### config.mk
export PLATFORM = sky130hd
export DESIGN_NAME = qk_inst_sequencer
export DESIGN_NICKNAME = d
export VERILOG_FILES = /design/src/rtl/qk_inst_sequencer.sv
export SDC_FILE = /design/constraint.sdc
export NUM_CORES = 1
export LEC_CHECK = 0
export CAP_MARGIN = 20
export CELL_PAD_IN_SITES_DETAIL_PLACEMENT = 1
export CELL_PAD_IN_SITES_GLOBAL_PLACEMENT = 2
export CORE_ASPECT_RATIO = 0.6
export CORE_MARGIN = 4
export CORE_UTILIZATION = 23
export DETAILED_ROUTE_END_ITERATION = 8
export PLACE_DENSITY_LB_ADDON = 0.05
export RECOVER_POWER = 100
export SYNTH_ARGS = -nofsm -noshare
export SYNTH_HDL_FRONTEND = slang
export SYNTH_SLANG_ARGS = --single-unit
### constraint.sdc
create_clock -name clk -period 2.8 [get_ports clk]
set_clock_uncertainty 0.05 [all_clocks]
set_input_delay 0.28 -clock clk [delete_from_list [all_inputs] [get_ports clk]]
set_output_delay 0.28 -clock clk [all_outputs]
set_load 0.02 [all_outputs]
### src/rtl/qk_inst_sequencer.sv
// Generates the complete fullchip instruction/control stream: Q write, K write, K load,
// execute, ofifo->pmem, accumulate and normalize write-back. Every output is a flop.
module qk_inst_sequencer #(
  parameter int bw          = 8,
  parameter int pr          = 16,
  parameter int col         = 8,
  parameter int total_cycle = 8,
  parameter int gap_cycles  = 10
) (
  input  logic              clk,
  input  logic              reset,
  input  logic              start,
  input  logic              in_valid,
  output logic              in_ready,
  input  logic [pr*bw-1:0]  in_data_core1,
  input  logic [pr*bw-1:0]  in_data_core2,
  output logic [pr*bw-1:0]  mem_in_core1,
  output logic [pr*bw-1:0]  mem_in_core2,
  output logic [16:0]       inst,
  output logic              acc,
  output logic              div,
  output logic              wr_norm,
  output logic              fifo_ext_rd,
  output logic              busy,
  output logic              done
);

  typedef enum logic [3:0] {
    S_IDLE, S_QWR, S_KWR, S_KGAP, S_LOAD, S_LGAP,
    S_EXEC, S_EGAP, S_OF2P, S_ACC, S_NORM, S_DONE
  } state_t;

  localparam logic [15:0] TC        = 16'(total_cycle);
  localparam logic [15:0] TC_LAST   = 16'(total_cycle - 1);
  localparam logic [15:0] COL       = 16'(col);
  localparam logic [15:0] COL_LAST  = 16'(col - 1);
  localparam logic [15:0] LOAD_LAST = 16'(col + 2);
  localparam logic [15:0] GAP_LAST  = 16'(gap_cycles - 1);
  localparam logic [15:0] NORM_LAST = 16'(2 * total_cycle - 1);
  // KGAP spans the cycle presenting the last K beat plus two clean idle cycles.
  localparam logic [15:0] KGAP_LAST = 16'd2;

  state_t      state;
  logic [15:0] cnt;
  logic [15:0] nxt;
  logic        ofifo_rd, execute, load;
  logic        qmem_rd, qmem_wr, kmem_rd, kmem_wr, pmem_rd, pmem_wr;
  logic [3:0]  qk_add, pmem_add;

  assign nxt  = cnt + 16'd1;
  assign inst = {ofifo_rd, qk_add, pmem_add, execute, load,
                 qmem_rd, qmem_wr, kmem_rd, kmem_wr, pmem_rd, pmem_wr};

  always_ff @(posedge clk) begin
    if (!reset) begin
      state        <= S_IDLE;
      cnt          <= '0;
      in_ready     <= 1'b0;
      mem_in_core1 <= '0;
      mem_in_core2 <= '0;
      {ofifo_rd, execute, load, qmem_rd, qmem_wr} <= '0;
      {kmem_rd, kmem_wr, pmem_rd, pmem_wr}        <= '0;
      {acc, div, wr_norm, fifo_ext_rd}            <= '0;
      qk_add       <= '0;
      pmem_add     <= '0;
      busy         <= 1'b0;
      done         <= 1'b0;
    end else begin
      // Every cycle starts from an all-quiet instruction word; states raise what they need.
      {ofifo_rd, execute, load, qmem_rd, qmem_wr} <= '0;
      {kmem_rd, kmem_wr, pmem_rd, pmem_wr}        <= '0;
      {acc, div, wr_norm, fifo_ext_rd, done}      <= '0;
      qk_add       <= '0;
      pmem_add     <= '0;
      mem_in_core1 <= '0;
      mem_in_core2 <= '0;

      case (state)
        S_IDLE: begin
          if (start) begin
            state    <= S_QWR;
            cnt      <= '0;
            in_ready <= 1'b1;
            busy     <= 1'b1;
          end
        end

        S_QWR: begin
          qk_add       <= qk_add;
          mem_in_core1 <= mem_in_core1;
          mem_in_core2 <= mem_in_core2;
          if (in_valid && in_ready) begin
            qmem_wr      <= 1'b1;
            qk_add       <= cnt[3:0];
            mem_in_core1 <= in_data_core1;
            mem_in_core2 <= in_data_core1;
            if (cnt == TC_LAST) begin
              state <= S_KWR;
              cnt   <= '0;
            end else begin
              cnt <= nxt;
            end
          end
        end

        S_KWR: begin
          qk_add       <= qk_add;
          mem_in_core1 <= mem_in_core1;
          mem_in_core2 <= mem_in_core2;
          if (in_valid && in_ready) begin
            kmem_wr      <= 1'b1;
            qk_add       <= cnt[3:0];
            mem_in_core1 <= in_data_core1;
            mem_in_core2 <= in_data_core2;
            if (cnt == COL_LAST) begin
              state    <= S_KGAP;
              cnt      <= '0;
              in_ready <= 1'b0;
            end else begin
              cnt <= nxt;
            end
          end
        end

        S_KGAP: begin
          if (cnt == KGAP_LAST) begin
            state <= S_LOAD;
            cnt   <= '0;
            load  <= 1'b1;
          end else begin
            cnt <= nxt;
          end
        end

        S_LOAD: begin
          if (cnt == LOAD_LAST) begin
            state <= S_LGAP;
            cnt   <= '0;
          end else begin
            cnt <= nxt;
            if (nxt <= COL) begin
              load    <= 1'b1;
              kmem_rd <= 1'b1;
              qk_add  <= cnt[3:0];
            end else if (nxt == COL + 16'd1) begin
              load <= 1'b1;
            end
          end
        end

        S_LGAP: begin
          if (cnt == GAP_LAST) begin
            state   <= S_EXEC;
            cnt     <= '0;
            execute <= 1'b1;
            qmem_rd <= 1'b1;
          end else begin
            cnt <= nxt;
          end
        end

        S_EXEC: begin
          if (cnt == TC_LAST) begin
            state <= S_EGAP;
            cnt   <= '0;
          end else begin
            cnt     <= nxt;
            execute <= 1'b1;
            qmem_rd <= 1'b1;
            qk_add  <= nxt[3:0];
          end
        end

        S_EGAP: begin
          if (cnt == GAP_LAST) begin
            state    <= S_OF2P;
            cnt      <= '0;
            ofifo_rd <= 1'b1;
            pmem_wr  <= 1'b1;
          end else begin
            cnt <= nxt;
          end
        end

        S_OF2P: begin
          if (cnt == TC_LAST) begin
            // First ACC cycle is a bare prefetch of row 0, acc still low.
            state   <= S_ACC;
            cnt     <= '0;
            pmem_rd <= 1'b1;
          end else begin
            cnt      <= nxt;
            ofifo_rd <= 1'b1;
            pmem_wr  <= 1'b1;
            pmem_add <= nxt[3:0];
          end
        end

        S_ACC: begin
          if (cnt == TC) begin
            state       <= S_NORM;
            cnt         <= '0;
            wr_norm     <= 1'b1;
            pmem_rd     <= 1'b1;
            div         <= 1'b1;
            fifo_ext_rd <= 1'b1;
          end else begin
            cnt      <= nxt;
            pmem_rd  <= 1'b1;
            acc      <= 1'b1;
            pmem_add <= cnt[3:0];
          end
        end

        S_NORM: begin
          if (cnt == NORM_LAST) begin
            state <= S_DONE;
            cnt   <= '0;
            done  <= 1'b1;
          end else begin
            // Even step reads/divides row r, odd step writes it back.
            cnt      <= nxt;
            wr_norm  <= 1'b1;
            pmem_add <= nxt[4:1];
            if (!nxt[0]) begin
              pmem_rd     <= 1'b1;
              div         <= 1'b1;
              fifo_ext_rd <= 1'b1;
            end else begin
              pmem_wr <= 1'b1;
            end
          end
        end

        S_DONE: begin
          state <= S_IDLE;
          busy  <= 1'b0;
        end

        default: begin
          state    <= S_IDLE;
          busy     <= 1'b0;
          in_ready <= 1'b0;
        end
      endcase
    end
  end

endmodule

==> flow_summary.json, run 1 <==
{
  "status": "finished, final reports clean",
  "drtPass1Iterations": 4,
  "fp.dieArea_sq_um": 57500,
  "crit_path_start_kind": "flop",
  "antenna_found_initial": 8,
  "die_w_um": 307,
  "wl_per_cell_um": 23.8,
  "r2r-start": "cnt[9]$_SDFFE_PN0P_",
  "drv_cap": 0,
  "ios": 540,
  "die_h_um": 187,
  "ir_drop_v": 0.000407,
  "power_density_nw_per_um2": 1020,
  "cts_htree_levels": 2,
  "cp.required_ns": 3.14,
  "drc_errors": 0,
  "avgSynthCellArea_sq_um": 8.12,
  "fin_tns_setup_ns": 0,
  "r2r_cells": 7,
  "row_count": 65,
  "clkLatencyLatePin_ns": 0.53,
  "gp_congestion": 0.843,
  "whs_ns": 0.281,
  "via_per_inst": 4.99,
  "wl_mm": 65.3,
  "hold_violations": 0,
  "nNetsFinal": 2269,
  "synth_compound_area_share_pct": 20.0,
  "yosysUniqueCellTypes": 74,
  "io_buffers": 539,
  "initial_core_util_pct": 23.4,
  "synth_fp_nets": 1783,
  "rsz0062_at_grt": "no",
  "crit_start": "cnt[9]$_SDFFE_PN0P_",
  "min-delay-start": "in_data_core1[23]",
  "first_global_vias": 13900,
  "cts_tree": "done",
  "synth_edf_count": 0,
  "hp-class": "input port to flop",
  "synth_top_family_by_area": "simple AND/OR/NAND/NOR gates",
  "final_cell_count_no_fill": 2741,
  "slew_violations": 0,
  "tightest_slew_ns": 1.10,
  "syn_inst": 1519,
  "cp-endpoint": "cnt[7]$_SDFFE_PN0P_",
  "seq_area_frac_synth_pct": 48.4,
  "placed_cells": 2669,
  "grt_pass1_wl_mm": 95.8,
  "r2r_end": "cnt[7]$_SDFFE_PN0P_",
  "syn_area_sq_um": 12300,
  "vias": 13700,
  "max-slew-margin-rel_pct": 27.0,
  "ys.warnings.count": 0,
  "drive_above_1_share_pct": 6.85,
  "synth-seq-cells": 298,
  "syn_to_final_growth_pct": 59.6,
  "p_leak_uw": 0.00769,
  "core_area_sq_um": 52800,
  "synthXorXnorAreaFrac_pct": 0.781,
  "cts_max_path_buffers": 3,
  "clk_pin_slew_ns": 0.06,
  "ant_nets": 0,
  "async_reset_ff_share_pct": 0,
  "cts_sinks": 298,
  "end_kind": "flop",
  "drtIter0Drc": 732,
  "path_max_fanout": 9,
  "synth-simple-area-share_pct": 24.2,
  "gr-total-overflow": 0,
  "whs_path_depth": 3,
  "grt_max_degree": 87,
  "cp.arrival_ns": 3.05,
  "postLayoutCoreUtil_pct": 37.3,
  "cts_buffers": 36,
  "reg2reg_setup_slack_ns": 0.09,
  "fmax_mhz": 369,
  "setup-violations-final": 0,
  "synth_mux_area_share_pct": 0.162,
  "synthAdderAreaFrac_pct": 0.487,
  "hpwl_mm": 47.8,
  "cts_root_buf": "clkbuf_16",
  "ys.flop_type": "dfxtp_1",
  "grt_usage_pct": 21.7,
  "critPathKind": "flop to flop",
  "post-route-period-util_pct": 96.8,
  "nFillCells": 6128,
  "fin_crit_ns": 2.71
}
worst min path at each step:
| stage | to | slack (ns) |
|---|---|---|
| 2_1_floorplan | mem_in_core1[0]$_SDFFE_PN0P_ | 0.37 |
| 3_3_place_gp | mem_in_core1[71]$_SDFFE_PN0P_ | 0.39 |
| 3_5_place_dp | mem_in_core1[38]$_SDFFE_PN0P_ | 0.40 |
| 4_1_cts | mem_in_core1[23]$_SDFFE_PN0P_ | 0.24 |
| 5_1_grt | mem_in_core1[118]$_SDFFE_PN0P_ | 0.27 |
| 6_report | mem_in_core1[23]$_SDFFE_PN0P_ | 0.28 |
synthesized netlist by cell type (7+ instances only):
master | instances | area (sq um)
nand2_1 | 289 | 1080
xnor2_1 | 7 | 61.3
nand4_1 | 9 | 56.3
a22oi_1 | 7 | 52.6
nand2b_1 | 7 | 43.8
o21ai_0 | 24 | 120
and3_1 | 7 | 43.8
inv_1 | 10 | 37.5
dfxtp_1 | 298 | 5970
nor3_1 | 133 | 666
clkbuf_1 | 120 | 450
nor4_1 | 9 | 56.3
a221oi_1 | 133 | 1160
a21oi_1 | 155 | 776
buf_1 | 8 | 30.0
nor2_1 | 157 | 589
buf_2 | 9 | 45.0
buf_4 | 15 | 113
nand3_1 | 20 | 100
a31oi_1 | 12 | 75.1
cell families after synthesis:
logic type,count (synthesis)
flip-flops,298
multiplexers,2
AO/OA/AOI/OAI,362
AND/OR/NAND/NOR,672
adder cells (fa/ha/maj),5
XOR/XNOR,11
buffers and inverters,169
layout make-up:
cell class | count | area, sq um | share of cell area [%]
sequential | 298 | 5970 | 30.3
timing repair buffer | 606 | 5950 | 30.2
multi-input combinational | 1052 | 5680 | 28.9
clock buffer | 53 | 1050 | 5.32
tap | 703 | 880 | 4.47
clock inverter | 10 | 88.8 | 0.452
inverter | 11 | 46.3 | 0.235
antenna | 8 | 20.0 | 0.102
worst max-delay path, cell delays in order (launching register included):
cell,delay (ns)
dfxtp_1,0.43
or4_1,0.68
nor4_4,0.28
clkbuf_2,0.28
o22a_2,0.21
nand3_1,0.28
a41oi_1,0.32
a31oi_1,0.05
report_power, final:
group,internal (uW),switching (uW),leakage [uW]
Combinational,3530,5990,0.00471
Sequential,5310,546,0.00242
Clock,2690,1970,0.000558
placed cells by master, fill, tap and decap left out, types with 5 or more instances in the layout:
cell | synthesis | final
dfxtp_1 | 298 | 297
nand2_1 | 289 | 287
dlygate4sd3_1 | 0 | 280
clkdlybuf4s50_1 | 0 | 259
nor2_1 | 157 | 155
a21oi_1 | 155 | 154
a221oi_1 | 133 | 133
nor3_1 | 133 | 133
buf_4 | 15 | 51
clkbuf_16 | 0 | 37
o21ai_0 | 24 | 24
nand3_1 | 20 | 19
clkbuf_1 | 120 | 14
a31oi_1 | 12 | 12
inv_1 | 10 | 10
nor4_1 | 9 | 9
nand4_1 | 9 | 9
diode_2 | 0 | 8
nand2b_1 | 7 | 7
a22oi_1 | 7 | 7
xnor2_1 | 7 | 7
nor2b_1 | 6 | 6
and3_1 | 7 | 6
clkbuf_8 | 0 | 6
clkinv_2 | 0 | 5
buf_12 | 0 | 5
metrics by stage:
stage | setup slack, ns | area (sq um) | total power (uW)
after floorplan | 0.471 | 12300 | 11200
after global placement | 0.184 | 18600 | 16000
after detailed placement | 0.120 | 18600 | 16100
after CTS | 0.110 | 19700 | 21000
after global routing | 0.0165 | 19700 | 21400
final | 0.0902 | 19700 | 20000
sequential cells by signal (all words and copies together), names as in the netlist, 4 cells and up:
register	count
cnt	16
mem_in_core1	128
mem_in_core2	128
pmem_add	4
qk_add	4
state	4
repair_timing:
action / CTS / global route
endpoints found under the setup margin: 0 / 4
gates resized for setup: 0 / 4
hold endpoints to repair: 0 / 0
setup buffers: 0 / 1
hold buffers: 0 / 0
layer usage:
metal	global-route usage (%)	part of all wire, %	vias to the layer above
met3	5.66	6.7	81
met5	0	0	-
met1	28.9	45	6818
met2	34.8	46	400
met4	6.08	2.4	0
li1	-	-	6389
Power figures use the tool's default switching activity.
==> inputs of run 2 (changes only) <==
--- a/config.mk
+++ b/config.mk
@@ -5,7 +5,6 @@
 export SDC_FILE = /design/constraint.sdc
 export NUM_CORES = 1
 export LEC_CHECK = 0
-export CAP_MARGIN = 20
 export CELL_PAD_IN_SITES_DETAIL_PLACEMENT = 1
 export CELL_PAD_IN_SITES_GLOBAL_PLACEMENT = 2
 export CORE_ASPECT_RATIO = 0.6
==> results of run 2 <==
Same layout as run 1: the final DEF is identical, and so are final timing and power.
